`src/rtl/control_sequencer_pkg.sv`:
```
// Shared opcode, control-word bit index and micro-step definitions for the bus computer.
// The datapath modules decode the control word with the same bit indices.
package control_sequencer_pkg;

  localparam logic [3:0] OpNop = 4'h0;
  localparam logic [3:0] OpLda = 4'h1;
  localparam logic [3:0] OpAdd = 4'h2;
  localparam logic [3:0] OpSub = 4'h3;
  localparam logic [3:0] OpSta = 4'h4;
  localparam logic [3:0] OpLdi = 4'h5;
  localparam logic [3:0] OpJmp = 4'h6;
  localparam logic [3:0] OpJc  = 4'h7;
  localparam logic [3:0] OpJz  = 4'h8;
  localparam logic [3:0] OpOut = 4'hE;
  localparam logic [3:0] OpHlt = 4'hF;

  localparam int unsigned CtrlHlt     = 15;
  localparam int unsigned CtrlMi      = 14;
  localparam int unsigned CtrlRi      = 13;
  localparam int unsigned CtrlRo      = 12;
  localparam int unsigned CtrlIo      = 11;
  localparam int unsigned CtrlIi      = 10;
  localparam int unsigned CtrlAi      = 9;
  localparam int unsigned CtrlAo      = 8;
  localparam int unsigned CtrlSumout  = 7;
  localparam int unsigned CtrlSub     = 6;
  localparam int unsigned CtrlBi      = 5;
  localparam int unsigned CtrlOi      = 4;
  localparam int unsigned CtrlCe      = 3;
  localparam int unsigned CtrlCo      = 2;
  localparam int unsigned CtrlJ       = 1;
  localparam int unsigned CtrlFlagsin = 0;

  typedef enum logic [2:0] {
    StT0 = 3'd0,
    StT1 = 3'd1,
    StT2 = 3'd2,
    StT3 = 3'd3,
    StT4 = 3'd4
  } step_e;

  function automatic logic [15:0] cbit(input int unsigned idx);
    cbit = 16'h0001 << idx;
  endfunction

endpackage

```
`src/rtl/control_sequencer_rom.sv`:
```
// Combinational microcode: (opcode, step, flags) -> 16-bit control word.
// Fetch words are shared by all opcodes; unlisted execute steps are all-zero.
module microcode_rom
  import control_sequencer_pkg::*;
(
  input  logic [3:0]  opcode,
  input  logic [2:0]  step,
  input  logic        carryflg,
  input  logic        zeroflg,
  output logic [15:0] word
);

  step_e st;
  assign st = step_e'(step);

  always_comb begin
    word = '0;
    case (st)
      StT0: word = cbit(CtrlCo) | cbit(CtrlMi);
      StT1: word = cbit(CtrlRo) | cbit(CtrlIi) | cbit(CtrlCe);
      default: begin
        case (opcode)
          OpLda: begin
            if (st == StT2)      word = cbit(CtrlIo) | cbit(CtrlMi);
            else if (st == StT3) word = cbit(CtrlRo) | cbit(CtrlAi);
          end
          OpAdd, OpSub: begin
            if (st == StT2)      word = cbit(CtrlIo) | cbit(CtrlMi);
            else if (st == StT3) word = cbit(CtrlRo) | cbit(CtrlBi);
            else if (st == StT4) begin
              word = cbit(CtrlSumout) | cbit(CtrlAi) | cbit(CtrlFlagsin);
              if (opcode == OpSub) word = word | cbit(CtrlSub);
            end
          end
          OpSta: begin
            if (st == StT2)      word = cbit(CtrlIo) | cbit(CtrlMi);
            else if (st == StT3) word = cbit(CtrlAo) | cbit(CtrlRi);
          end
          OpLdi: if (st == StT2) word = cbit(CtrlIo) | cbit(CtrlAi);
          OpJmp: if (st == StT2) word = cbit(CtrlIo) | cbit(CtrlJ);
          OpJc:  if (st == StT2 && carryflg) word = cbit(CtrlIo) | cbit(CtrlJ);
          OpJz:  if (st == StT2 && zeroflg)  word = cbit(CtrlIo) | cbit(CtrlJ);
          OpOut: if (st == StT2) word = cbit(CtrlAo) | cbit(CtrlOi);
          OpHlt: if (st == StT2) word = cbit(CtrlHlt);
          default: word = '0;
        endcase
      end
    endcase
  end

endmodule

```
`src/rtl/control_sequencer.sv`:
```
// Micro-step counter, halt register and halt masking around the microcode ROM.
// Define STEP_SKIP_EN to return to T0 early when the remaining execute words are empty.
module control_sequencer
  import control_sequencer_pkg::*;
(
  input  logic        clk,
  input  logic        clr,
  input  logic [3:0]  opcode,
  input  logic        carryflg,
  input  logic        zeroflg,
  output logic [15:0] ctrl,
  output logic [2:0]  step
);

  step_e       step_q;
  step_e       step_next;
  logic        halted_q;
  logic [15:0] word;
  logic        skip;

  microcode_rom u_rom (
    .opcode   (opcode),
    .step     (step_q),
    .carryflg (carryflg),
    .zeroflg  (zeroflg),
    .word     (word)
  );

  always_comb begin
    if (step_q == StT4) step_next = StT0;
    else                step_next = step_e'(step_q + 3'd1);
  end

`ifdef STEP_SKIP_EN
  logic [15:0] word_ahead;

  // Look one step ahead: an empty next word means the instruction is done now.
  microcode_rom u_rom_ahead (
    .opcode   (opcode),
    .step     (step_next),
    .carryflg (carryflg),
    .zeroflg  (zeroflg),
    .word     (word_ahead)
  );

  assign skip = (step_q == StT2 || step_q == StT3) && (word_ahead == '0);
`else
  assign skip = 1'b0;
`endif

  always_ff @(posedge clk) begin
    if (clr) begin
      step_q   <= StT0;
      halted_q <= 1'b0;
    end else if (halted_q) begin
      step_q   <= step_q;
    end else if (word[CtrlHlt]) begin
      // Freeze at T2 so the halted step stays visible.
      halted_q <= 1'b1;
    end else if (skip) begin
      step_q   <= StT0;
    end else begin
      step_q   <= step_next;
    end
  end

  assign ctrl = halted_q ? cbit(CtrlHlt) : word;
  assign step = step_q;

endmodule

```
`config.mk`:
```
export PLATFORM = sky130hd
export DESIGN_NAME = control_sequencer
export DESIGN_NICKNAME = d
export VERILOG_FILES = /design/src/rtl/control_sequencer_pkg.sv /design/src/rtl/control_sequencer_rom.sv /design/src/rtl/control_sequencer.sv
export SDC_FILE = /design/constraint.sdc
export NUM_CORES = 1
export LEC_CHECK = 0
export BUFFER_PORTS_ARGS = -buffer_cell sky130_fd_sc_hd__buf_2
export CAP_MARGIN = 0
export CORE_AREA = 2 2 41 43
export CTS_CLUSTER_SIZE = 24
export DETAILED_ROUTE_END_ITERATION = 8
export DIE_AREA = 0 0 43 45
export GPL_TIMING_DRIVEN = 0
export PLACE_DENSITY_LB_ADDON = 0.12
export SYNTH_ARGS = -nofsm -noshare
export SYNTH_HDL_FRONTEND = slang
export SYNTH_SLANG_ARGS = --single-unit
```
`constraint.sdc`:
```
create_clock -name clk -period 2.09 [get_ports clk]
set_input_delay 0.418 -clock clk [delete_from_list [all_inputs] [get_ports clk]]
set_output_delay 0.418 -clock clk [all_outputs]
set_load 0.03 [all_outputs]
```
# Word-level counts from Yosys, hierarchy flattened
# Index checks and enable logic that the tools add are counted.
# word_totals
regBits	4
in_bits	8
output_inout_bits	19
word_cells	44
# classes
n_addsub	1
n_eq_ne	14
n_mux	20
n_bitwise	2
reduce_logical	5
# ops
op	count
16-bit case mux with 9 select lines	1
16-bit two-way mux	7
12-bit two-way mux	4
16-bit case mux with 2 select lines	1
4-bit by 3-bit == test with 1-bit output (second input constant)	4
14-bit two-way mux	1
13-bit two-way mux	1
4-bit == test (second input constant)	3
9-bit two-way mux	1
4-bit by 2-bit == test with 1-bit output (second input constant)	2
7-bit two-way mux	1
3-bit by 2-bit == test with 1-bit output (second input constant)	2
4-bit by 1-bit == test with 1-bit output (second input constant)	1
3-bit by 1-bit adder with 3-bit output (second input constant)	1
3-bit by 1-bit == test with 1-bit output (second input constant)	1
3-bit == test (second input constant)	1
3-bit logical NOT	1
3-bit two-way mux	1
1-bit logical AND	2
1-bit two-way mux	2
1-bit inverter	2
2-bit AND reduction	1
2-bit OR reduction	1

# Logic depth before layout (Yosys ltp)
# Gate-level depths: netlist of run 1.
# depth
depth_word	9
mapped_depth	7
mapped_depth_nobuf	6

# By module
# From an unflattened synthesis of run 1, not the netlist that was laid out.
# unflattened
hier_cells	85
area_unflattened_um2	638.1
# modules_own_cells
mod	instances	cells_per_inst	area_each_um2	seq_area_each_um2
microcode_rom	1	47	340.3	0.0
control_sequencer	1	38	297.8	80.1

# Worst setup path before layout of run 1
# Ideal clock, no wire load.
# synth_timing
path_kind	reg-to-output
startpoint	register step_q[1], in the netlist step[1]
endpoint	output port ctrl[14]
t_arrival_ns	2.197
required_time_ns	1.672
slack_ns	-0.525
path_stages_with_launch	4
path_buffers	0
path_cell_list	dfxtp_1 -> ha_1 -> or2b_2 -> o41ai_1
# synth_via
elab_chain_len	6
elab_cells_between_ends	11
cone_classes	3 x eq/ne; 7 x mux; 1 x reduce/logical
# synth_lines
item	line_no	rtl
start: declaration	control_sequencer.sv:15	step_e step_q;
start signal: assignment	control_sequencer.sv:53	step_q <= StT0;
start signal: assignment	control_sequencer.sv:56	step_q <= step_q;
start signal: assignment	control_sequencer.sv:61	step_q <= StT0;
3-bit by 2-bit == test with 1-bit output	control_sequencer_rom.sv:29	else if (st == StT3) word = cbit(CtrlRo) | cbit(CtrlBi);
16-bit two-way mux	control_sequencer_rom.sv:29	
16-bit two-way mux	control_sequencer_rom.sv:28	if (st == StT2) word = cbit(CtrlIo) | cbit(CtrlMi);
16-bit case mux with 9 select lines	control_sequencer_rom.sv:22	case (opcode)
16-bit case mux with 2 select lines (*)	control_sequencer_rom.sv:18	case (st)
16-bit two-way mux (*)	control_sequencer.sv:67	assign ctrl = halted_q ? cbit(CtrlHlt) : word;
end: declaration	control_sequencer.sv:11	output logic [15:0] ctrl,
# Every way passes the cells marked *; elsewhere a longest branch is shown, timed or not.

# Worst setup path in the final report of run 1
# layout_timing
startpoint	register step_q[0], in the netlist step[0]
endpoint	output port ctrl[9]
# layout_via
elab_chain_len	7
elab_cells_between_ends	15
cone_classes	4 x eq/ne; 10 x mux; 1 x reduce/logical
# layout_lines
item	line_no	rtl
3-bit == test	control_sequencer_rom.sv:30	else if (st == StT4) begin
16-bit two-way mux	control_sequencer_rom.sv:30	
16-bit two-way mux	control_sequencer_rom.sv:29	
16-bit two-way mux	control_sequencer_rom.sv:28	
16-bit case mux with 9 select lines	control_sequencer_rom.sv:22	
16-bit case mux with 2 select lines (*)	control_sequencer_rom.sv:18	
16-bit two-way mux (*)	control_sequencer.sv:67	
# Marks and branches as above.

==> results of run 1 <==
[cells in the final DEF, fill, tap and decap left out, types with 2 or more instances in the layout]
cell type  synthesis  routed
nor2_1             8       7
inv_1              6       3
clkbuf_4           0       4
inv_2              0       2
dfxtp_4            0       3
and3_2             2       2
buf_4              3      19
a21oi_1            5       5
mux2i_1            3       3
buf_2              0      10
ha_4               0       4
nor2_2             2       2
nor3b_1            2       2
buf_6              4      13
nand2_1            6       6
[final timing paths]
kind | startpoint | endpoint
setup / recovery | step[0] | ctrl[9]
hold / removal | clr | step[2]
setup reg to reg | step[0] | step[0]
hold reg to reg | halted_q | step[2]
[worst reg2reg max path: stages (launching register included)]
cell	delay [ns]
dfxtp_4	0.38
inv_4	0.06
ha_4	0.16
buf_4	0.14
nor4b_4	0.12
buf_4	0.15
a31oi_4	0.17
buf_4	0.17
mux2i_1	0.20
nor2_1	0.05
[layer usage]
layer,GRT usage (%),vias to the layer above,wire [um]
met1,23.6,327,769
met4,3.64,0,0
met2,30.6,19,887
met5,0,-,0
met3,1.20,0,65
li1,-,361,-
[flip-flops by register name (all words and copies together) (netlist names)]
signal / cells
halted_q: 1
step: 3
[cell usage after synthesis]
cell       instances  area [um2]
and4b_1            1        10.0
ha_1               5        62.6
nand2_1            6        22.5
and4_1             1        8.76
or2b_2             1        8.76
a2111oi_4          1        27.5
a21oi_1            5        25.0
a31o_2             1        8.76
dfxtp_1            4        80.1
a31oi_4            1        21.3
inv_1              6        22.5
nor2b_1            1        6.26
mux2i_1            3        30.0
nor4b_1            1        8.76
nor2_2             2        12.5
and2b_2            1        8.76
nor3_1             3        15.0
nor2_1             8        30.0
o2111ai_1          1        8.76
clkbuf_1           1        3.75
nor4b_4            1        23.8
or3_1              1        6.26
buf_6              4        45.0
and3_1             1        6.26
and2_1             1        6.26
nor3b_1            2        15.0
o41ai_1            1        8.76
xor2_1             1        8.76
buf_4              3        22.5
o211a_1            1        10.0
and3b_1            1        8.76
and3_2             2        15.0
o2111a_1           1        11.3
and2_2             1        7.51
a211oi_1           1        7.51
nand4b_1           1        8.76
o221a_1            1        11.3
o311a_1            1        10.0
[final cells by class]
type / count / area share, %
Inverter: 6 / 2.27
Buffer: 7 / 6.47
Tap cell: 16 / 1.82
Clock buffer: 3 / 2.04
Timing Repair Buffer: 36 / 25.0
Sequential cell: 4 / 8.29
Multi-Input combinational cell: 60 / 54.1
[stage by stage]
stage / setup slack [ns] / hold slack (ns) / TNS (ns) / power, mW / util (%)
after floorplan: -0.0131 / 0.480 / -0.0131 / 0.276 / -
after global placement: -0.0911 / 0.517 / -0.316 / 0.322 / 56.1
after detailed placement: -0.114 / 0.542 / -0.403 / 0.327 / 56.1
after CTS: -0.115 / 0.386 / -0.344 / 0.471 / 69.8
after global routing: -0.151 / 0.393 / -0.610 / 0.539 / 74.9
final: -0.109 / 0.387 / -0.225 / 0.505 / 74.9
[what timing repair did]
action / 4_1_cts / 5_1_grt
buffers inserted: 10 / 3
endpoints found under the setup margin: 13 / 13
cloned: 0 / 0
gates resized for setup: 32 / 14
pin swaps: 8 / 7
[cell families (layout without fill, tap and decap cells)]
group / after synthesis / after routing / share of synthesized area [%]
compound gates: 15 / 15 / 22.9
xor+xnor: 1 / 1 / 1.34
buf+inv: 14 / 52 / 14.3
fa+ha+maj: 5 / 5 / 9.56
flops: 4 / 4 / 12.2
mux: 3 / 3 / 4.59
simple gates: 36 / 36 / 35.0
[power by group through the flow]
stage	Clock, mW	Combinational [mW]	Sequential (mW)
after floorplan	0	0.169	0.107
after global placement	0	0.228	0.0947
after detailed placement	0	0.232	0.0952
after CTS	0.0933	0.283	0.0944
after global routing	0.0997	0.341	0.0975
final	0.0902	0.319	0.0965
==> impl_metrics.csv, run 1 <==
group,metric,value,unit
yosys,ys_ff_latch,4,
setup_path,start_kind,"register",
grt,grt_pass1_vias,595,
setup_path,critPathBufInv,1,
power,pwr-share-seq,19.1,%
die,dieArea,0.00194,mm2
hold_path,hp-class,"input port to register",
setup_path,regToRegSetupSlack,0.38,ns
yosys,synthDistinctLibCells,38,
power,switching_share,42.1,%
die,start_util,44.5,%
timing,rsz0062_at_grt,"true",
die,ios,27,
status,status,"finished, violations left",
flow_run,maxCapViolCount,0,
cells_and_area,final_area,0.00110,mm2
yosys,syn_area,654,um2
setup_path,ff2ff_path_depth,9,
yosys,syn_avg_cell_area,8.39,um2
setup_path,crit_cells,7,
cells_and_area,num-fill-cells,110,
detailed_routing,drc_errors,0,
cts,clockBufferDepth,2,
setup_path,arrival,1.78,ns
timing,slew_headroom,67.8,%
timing,finalHoldViolCount,0,
cells_and_area,area_growth,68.5,%
setup_path,crit_required,1.67,ns
place,dp_hpwl,1070,um
grt,grt_max_degree,11,
place,place_congestion,0.750,
power,ir_drop,0.000381,V
cts,insertion_delay,0.23,ns
power,p_sw,0.213,mW
cts,cts_inserted_buffers,3,
cells_and_area,antenna_cells,0,
timing,finalCriticalPeriod,2.20,ns
power,clkPwrFrac,17.8,%
die,rows,14,
cells_and_area,fin_nets,131,
timing,skew,0.00242,ns
setup_path,path_class,"register to output pin",
yosys,seq_area_frac_synth,12.2,%
cells_and_area,multi_input_area,597,um2
place,io_buffers,23,
timing,fin_ws,-0.109,ns
grt,gr-total-overflow,0,
detailed_routing,first_pass_iters,4,
power,power-per-cell-area,458,mW/mm2
detailed_routing,vias,707,
timing,worst_slew_pin_slew,0.481,ns
grt,grt_usage,17.4,%
setup_path,cp-end-kind,"output pin",
power,internal-power,0.293,mW
cts,cts_root_buf,"clkbuf_4",
grt,grt_pass1_wl,2630,um
cells_and_area,seq_area,91.3,um2
hold_path,min_path_cells,2,
setup_path,path_cells,"ha_2, ha_4, and2b_2, mux2i_1, nor4b_2, o221a_2, buf_6",
timing,timing.fmax,0.455,GHz
detailed_routing,routed_wl,1720,um
yosys,synthCells,78,
power,leakage,0.544,nW
timing,final_max_slew_viol_count,0,
detailed_routing,vias_per_cell,5.36,
detailed_routing,wl_per_cell,13.0,um
power,combPwrFrac,63.1,%
grt,antenna_found_initial,0,
timing,setup_viol_count_final,6,
place,placed_cells,117,
setup_path,max_stage_delay,0.36,ns
yosys,yosys_warnings,0,
cts,clk_pin_slew,0.04,ns
cells_and_area,drive_gt1_share,65.5,%
status,violations,"negative setup slack",
cts,htree_levels,1,
timing,finalCritPeriodShare,105,%
place,dpl_cell_area,826,um2
die,core,0.00147,mm2
detailed_routing,drt_iter0_drc,6,
die,fp.dieH,45,um
cts,clock-sinks,4,
setup_path,worst-path-max-fanout,5,
yosys,synth.net_count,91,
die,die_x,43,um
cts,cts_tree,"done",
setup_path,crit_family,"adder cells",
detailed_routing,ant_nets,0,
cts,hold_buffers,0,
setup_path,critPathSlowestCell,"dfxtp_4",
cells_and_area,stdcell_count,132,
Note: power is estimated with default switching activity, not from simulation.
==> inputs of run 2 (changes only) <==
- REMOVE_ABC_BUFFERS: not set -> 1
==> run 2 against run 1 <==
Against the previous run: the flow still finishes with violations (negative setup slack); utilization down 10 points; sequential cell count unchanged; fmax fell by 1.2%; worst hold slack lost 0.031 ns; global-route usage up 1.4 points; critical endpoint unchanged; largest cell class unchanged.
==> impl_metrics.csv, run 2 (synthesized netlist as in run 1, its figures left out) <==
group,metric,value,unit
grt,grt_max_degree,13,
setup_path,crit_required,1.67,ns
cells_and_area,drive_gt1_share,61.3,%
die,die_x,43,um
die,fp.dieH,45,um
grt,grt_pass1_vias,613,
timing,timing.fmax,0.449,GHz
hold_path,min_path_cells,2,
timing,fin_ws,-0.136,ns
grt,grt_pass1_wl,2720,um
cells_and_area,area_growth,45.9,%
grt,grt_usage,18.8,%
place,io_buffers,26,
detailed_routing,routed_wl,1680,um
detailed_routing,ant_nets,0,
timing,finalHoldViolCount,0,
cells_and_area,stdcell_count,122,
cts,insertion_delay,0.26,ns
timing,worst_slew_pin_slew,0.364,ns
cts,cts_tree,"done",
status,violations,"negative setup slack",
timing,setup_viol_count_final,10,
detailed_routing,first_pass_iters,4,
detailed_routing,vias_per_cell,5.70,
cts,clockBufferDepth,2,
timing,skew,0.0161,ns
cts,hold_buffers,0,
timing,rsz0062_at_grt,"true",
setup_path,ff2ff_path_depth,7,
timing,final_max_slew_viol_count,0,
die,rows,14,
place,place_congestion,0.753,
die,start_util,44.5,%
status,status,"finished, violations left",
timing,finalCritPeriodShare,106,%
power,ir_drop,0.000405,V
cts,clock-sinks,4,
timing,slew_headroom,75.7,%
cells_and_area,fin_nets,121,
detailed_routing,drc_errors,0,
detailed_routing,drt_iter0_drc,1,
grt,gr-total-overflow,0,
cells_and_area,largest_reg_flops,3,
cts,clk_pin_slew,0.05,ns
power,power,0.465,mW
power,power-per-cell-area,487,mW/mm2
die,core,0.00147,mm2
setup_path,start_kind,"register",
cts,cts_inserted_buffers,3,
setup_path,worst-path-max-fanout,4,
flow_run,maxCapViolCount,0,
die,dieArea,0.00194,mm2
detailed_routing,vias,695,
cells_and_area,num-fill-cells,126,
setup_path,path_class,"register to output pin",
cts,cts_root_buf,"clkbuf_4",
grt,antenna_found_initial,0,
cells_and_area,final_common_cell,"buf_2",
hold_path,hp-class,"input port to register",
place,dpl_worst_slack,-0.164,ns
power,leakage,0.479,nW
timing,finalCriticalPeriod,2.23,ns
cts,htree_levels,1,
setup_path,arrival,1.81,ns
cells_and_area,final_cell_mix,"13 x buf_2, 9 x buf_4, 8 x clkbuf_4",
place,dp_hpwl,1070,um
place,placed_cells,112,
detailed_routing,wl_per_cell,13.7,um
cells_and_area,final_util,64.9,%
cells_and_area,antenna_cells,0,
die,ios,27,
setup_path,cp-end-kind,"output pin",
## run 2: changes by cell type in the layout (fill, tap and decap cells not counted), moves of 3 or more
cell / delta
buf_4: -10
buf_6: -7
clkbuf_4: +4
buf_2: +3
## run 2: path summary, 6_finish.rpt
check,slack [ns],endpoint,from
min,0.36,step[2],clr
min reg2reg,0.52,step[2],halted_q
max reg2reg,0.47,step[0],step[1]
max,-0.14,ctrl[9],step[0]
## run 2: per-stage QoR
stage | hold WS (ns) | setup TNS (ns) | cell area (um2)
2_1_floorplan | 0.487 | -1.74 | 583
3_3_place_gp | 0.556 | -0.928 | 733
3_5_place_dp | 0.560 | -1.00 | 733
4_1_cts | 0.364 | -0.965 | 875
5_1_grt | 0.357 | -1.54 | 955
6_report | 0.356 | -0.626 | 955
## run 2: timing repair
action,CTS,global route
pin swaps,5,7
endpoints found under the setup margin,13,13
gates resized for setup,22,28
buffers inserted,6,1
## run 2: routing by layer
layer | vias to the layer above | GRT usage, % | share of wire (%)
li1 | 339 | - | -
met1 | 331 | 23.7 | 44
met2 | 23 | 30.6 | 50
met3 | 2 | 3.60 | 5.0
met4 | 0 | 10.3 | 0.78
met5 | - | 0 | 0
## run 2: power by group
part / switching, mW / internal [mW] / total, mW
combinational: 0.149 / 0.107 / 0.256
sequential: 0.0183 / 0.0850 / 0.103
clock: 0.0410 / 0.0648 / 0.106
total: 0.209 / 0.257 / 0.465
## run 2: cell type report
type | instances | area (um2) | share of cell area (%)
Multi-Input combinational cell | 60 | 557 | 58.3
Timing Repair Buffer | 33 | 238 | 24.9
Sequential cell | 4 | 92.6 | 9.70
Inverter | 6 | 25.0 | 2.62
Clock buffer | 3 | 22.5 | 2.36
Tap cell | 16 | 20.0 | 2.10
## run 2: critical path, cell delays in order, from the launching register on
cell and delay [ns]:
dfxtp_4 0.36, inv_4 0.07, ha_4 0.11, or2b_4 0.27
mux2i_1 0.12, nor4b_1 0.26, o221a_1 0.24, buf_6 0.13
==> inputs of run 3 (changes only) <==
- PLACE_DENSITY: not set -> 0.82
- PLACE_DENSITY_LB_ADDON: 0.12 -> not set
==> run 3 against run 2 <==
Against the previous run: the flow still finishes with violations (negative setup slack); register-to-register slack improved by 0.03 ns; die area unchanged; largest cell class unchanged; wire length shrank 3.1%; worst hold slack better by 0.028 ns.
==> impl_metrics.csv, run 3 (synthesized netlist as in run 1, its figures left out) <==
group,metric,value,unit
timing,finalCriticalPeriod,2.21,ns
timing,worst_slew_pin_slew,0.375,ns
grt,antenna_found_initial,0,
setup_path,start_kind,"register",
die,core,0.00147,mm2
timing,rsz0062_at_grt,"true",
detailed_routing,vias,696,
cells_and_area,final_util,67.0,%
place,placed_cells,112,
place,dpl_worst_slack,-0.128,ns
cells_and_area,stdcell_count,125,
setup_path,r2r_start,"step[1]",
setup_path,cp-end-kind,"output pin",
timing,setup_tns,-0.340,ns
cts,htree_levels,1,
setup_path,worst-path-max-fanout,4,
timing,setup_viol_count_final,9,
place,dpl_cell_area,733,um2
detailed_routing,ant_nets,0,
detailed_routing,vias_per_cell,5.57,
detailed_routing,drc_errors,0,
timing,final_max_slew_viol_count,0,
flow_run,maxCapViolCount,0,
power,pwr-share-seq,20.9,%
setup_path,critPathSlowestCell,"dfxtp_4",
grt,grt_pass1_vias,582,
cts,cts_inserted_buffers,3,
die,start_util,44.5,%
timing,timing.fmax,0.453,GHz
cells_and_area,num-fill-cells,124,
cells_and_area,final_area,986,um2
cells_and_area,drive_gt1_share,60.6,%
cells_and_area,final_common_cell,"buf_2",
detailed_routing,drt_iter0_drc,12,
status,violations,"negative setup slack",
timing,fin_ws,-0.119,ns
cts,clk_pin_slew,0.04,ns
power,switching_share,42.8,%
setup_path,regToRegSetupSlack,0.50,ns
grt,gr-total-overflow,0,
cts,cts_tree,"done",
hold_path,min_path_cells,2,
cells_and_area,area_growth,50.7,%
die,ios,27,
setup_path,arrival,1.79,ns
grt,grt_usage,15.8,%
power,power-per-cell-area,471,mW/mm2
grt,grt_max_degree,13,
cells_and_area,antenna_cells,0,
die,rows,14,
setup_path,max_stage_delay,0.35,ns
status,status,"finished, violations left",
cts,clock-sinks,4,
setup_path,ff2ff_path_depth,7,
timing,skew,0.00243,ns
place,place_congestion,0.799,
cells_and_area,largest_reg_flops,3,
die,fp.dieH,45,um
timing,finalHoldViolCount,0,
timing,slew_headroom,74.9,%
setup_path,path_class,"register to output pin",
die,die_x,43,um
cts,insertion_delay,0.23,ns
setup_path,reg2reg_to,"step[1]",
power,combPwrFrac,58.9,%
cells_and_area,fin_nets,124,
hold_path,hp-class,"input port to register",
power,p_sw,0.199,mW
hold_path,hold_path_end,"step[2]",
place,dp_hpwl,1050,um
power,clkPwrFrac,20.2,%
power,leakage,0.495,nW
cts,hold_buffers,0,
grt,grt_pass1_wl,2430,um
detailed_routing,first_pass_iters,4,
cells_and_area,final_cell_mix,"12 x buf_2, 11 x buf_4, 9 x clkbuf_4",
power,ir_drop,0.000394,V
power,power,0.464,mW
detailed_routing,routed_wl,1620,um
cts,clockBufferDepth,2,
setup_path,path_cells,"inv_4, ha_4, or2b_4, mux2i_1, nor4b_1, o221a_1, buf_6",
detailed_routing,wl_per_cell,13.0,um
place,io_buffers,26,
power,internal-power,0.266,mW
hold_path,min_from,"clr",
die,dieArea,0.00194,mm2
cts,cts_root_buf,"clkbuf_4",
setup_path,crit_required,1.67,ns
timing,finalCritPeriodShare,106,%
timing,hold_ws,0.384,ns
[run 3: cell count changes in the layout (fill, tap and decap cells not counted), sizes merged]
| cell | change |
|---|---|
| buf | +2 |
| clkbuf | +1 |
[run 3: critical path: cells and delay by family, from the launching register on]
kind	cells	cell delay, ns
AO/OA/AOI/OAI	1	0.24
adder cells (fa/ha/maj)	1	0.12
buffers and inverters	2	0.19
flip-flops	1	0.35
multiplexers	1	0.12
AND/OR/NAND/NOR	2	0.53
[run 3: cell type report]
| type | count | area (um2) | share of cell area, % |
|---|---|---|---|
| sequential | 4 | 91.3 | 9.26 |
| clock buffer | 3 | 22.5 | 2.28 |
| multi-input combinational | 60 | 561 | 56.9 |
| tap | 16 | 20.0 | 2.03 |
| inverter | 6 | 25.0 | 2.54 |
| timing repair buffer | 36 | 267 | 27.0 |
[run 3: how the worst max path moves through the flow]
stage | start | endpoint | slack (ns)
after floorplan | step[1] | ctrl[14] | -0.52
after global placement | step[2] | ctrl[9] | -0.09
after detailed placement | step[2] | ctrl[9] | -0.13
after CTS | step[0] | ctrl[9] | -0.16
after global routing | step[0] | ctrl[9] | -0.16
final | step[0] | ctrl[9] | -0.12
[run 3: repair_timing]
action | in CTS | in global routing
pin swaps | 5 | 9
buffers inserted | 8 | 2
setup endpoints to repair | 13 | 13
gates resized for setup | 21 | 29
[run 3: power groups by stage]
stage / registers [mW] / clock network, mW / logic (mW)
finish: 0.0971 / 0.0937 / 0.274
floorplan: 0.108 / 0 / 0.131
detailed placement: 0.0971 / 0 / 0.199
CTS: 0.0990 / 0.0979 / 0.235
global placement: 0.0967 / 0 / 0.196
global route: 0.0983 / 0.100 / 0.293
[run 3: layer usage]
layer	GRT usage, %	vias to the layer above	wire [um]
met5	0	-	0
met4	7.88	0	17
met3	0	2	42
met2	28.8	15	868
met1	19.5	334	695
li1	-	345	-
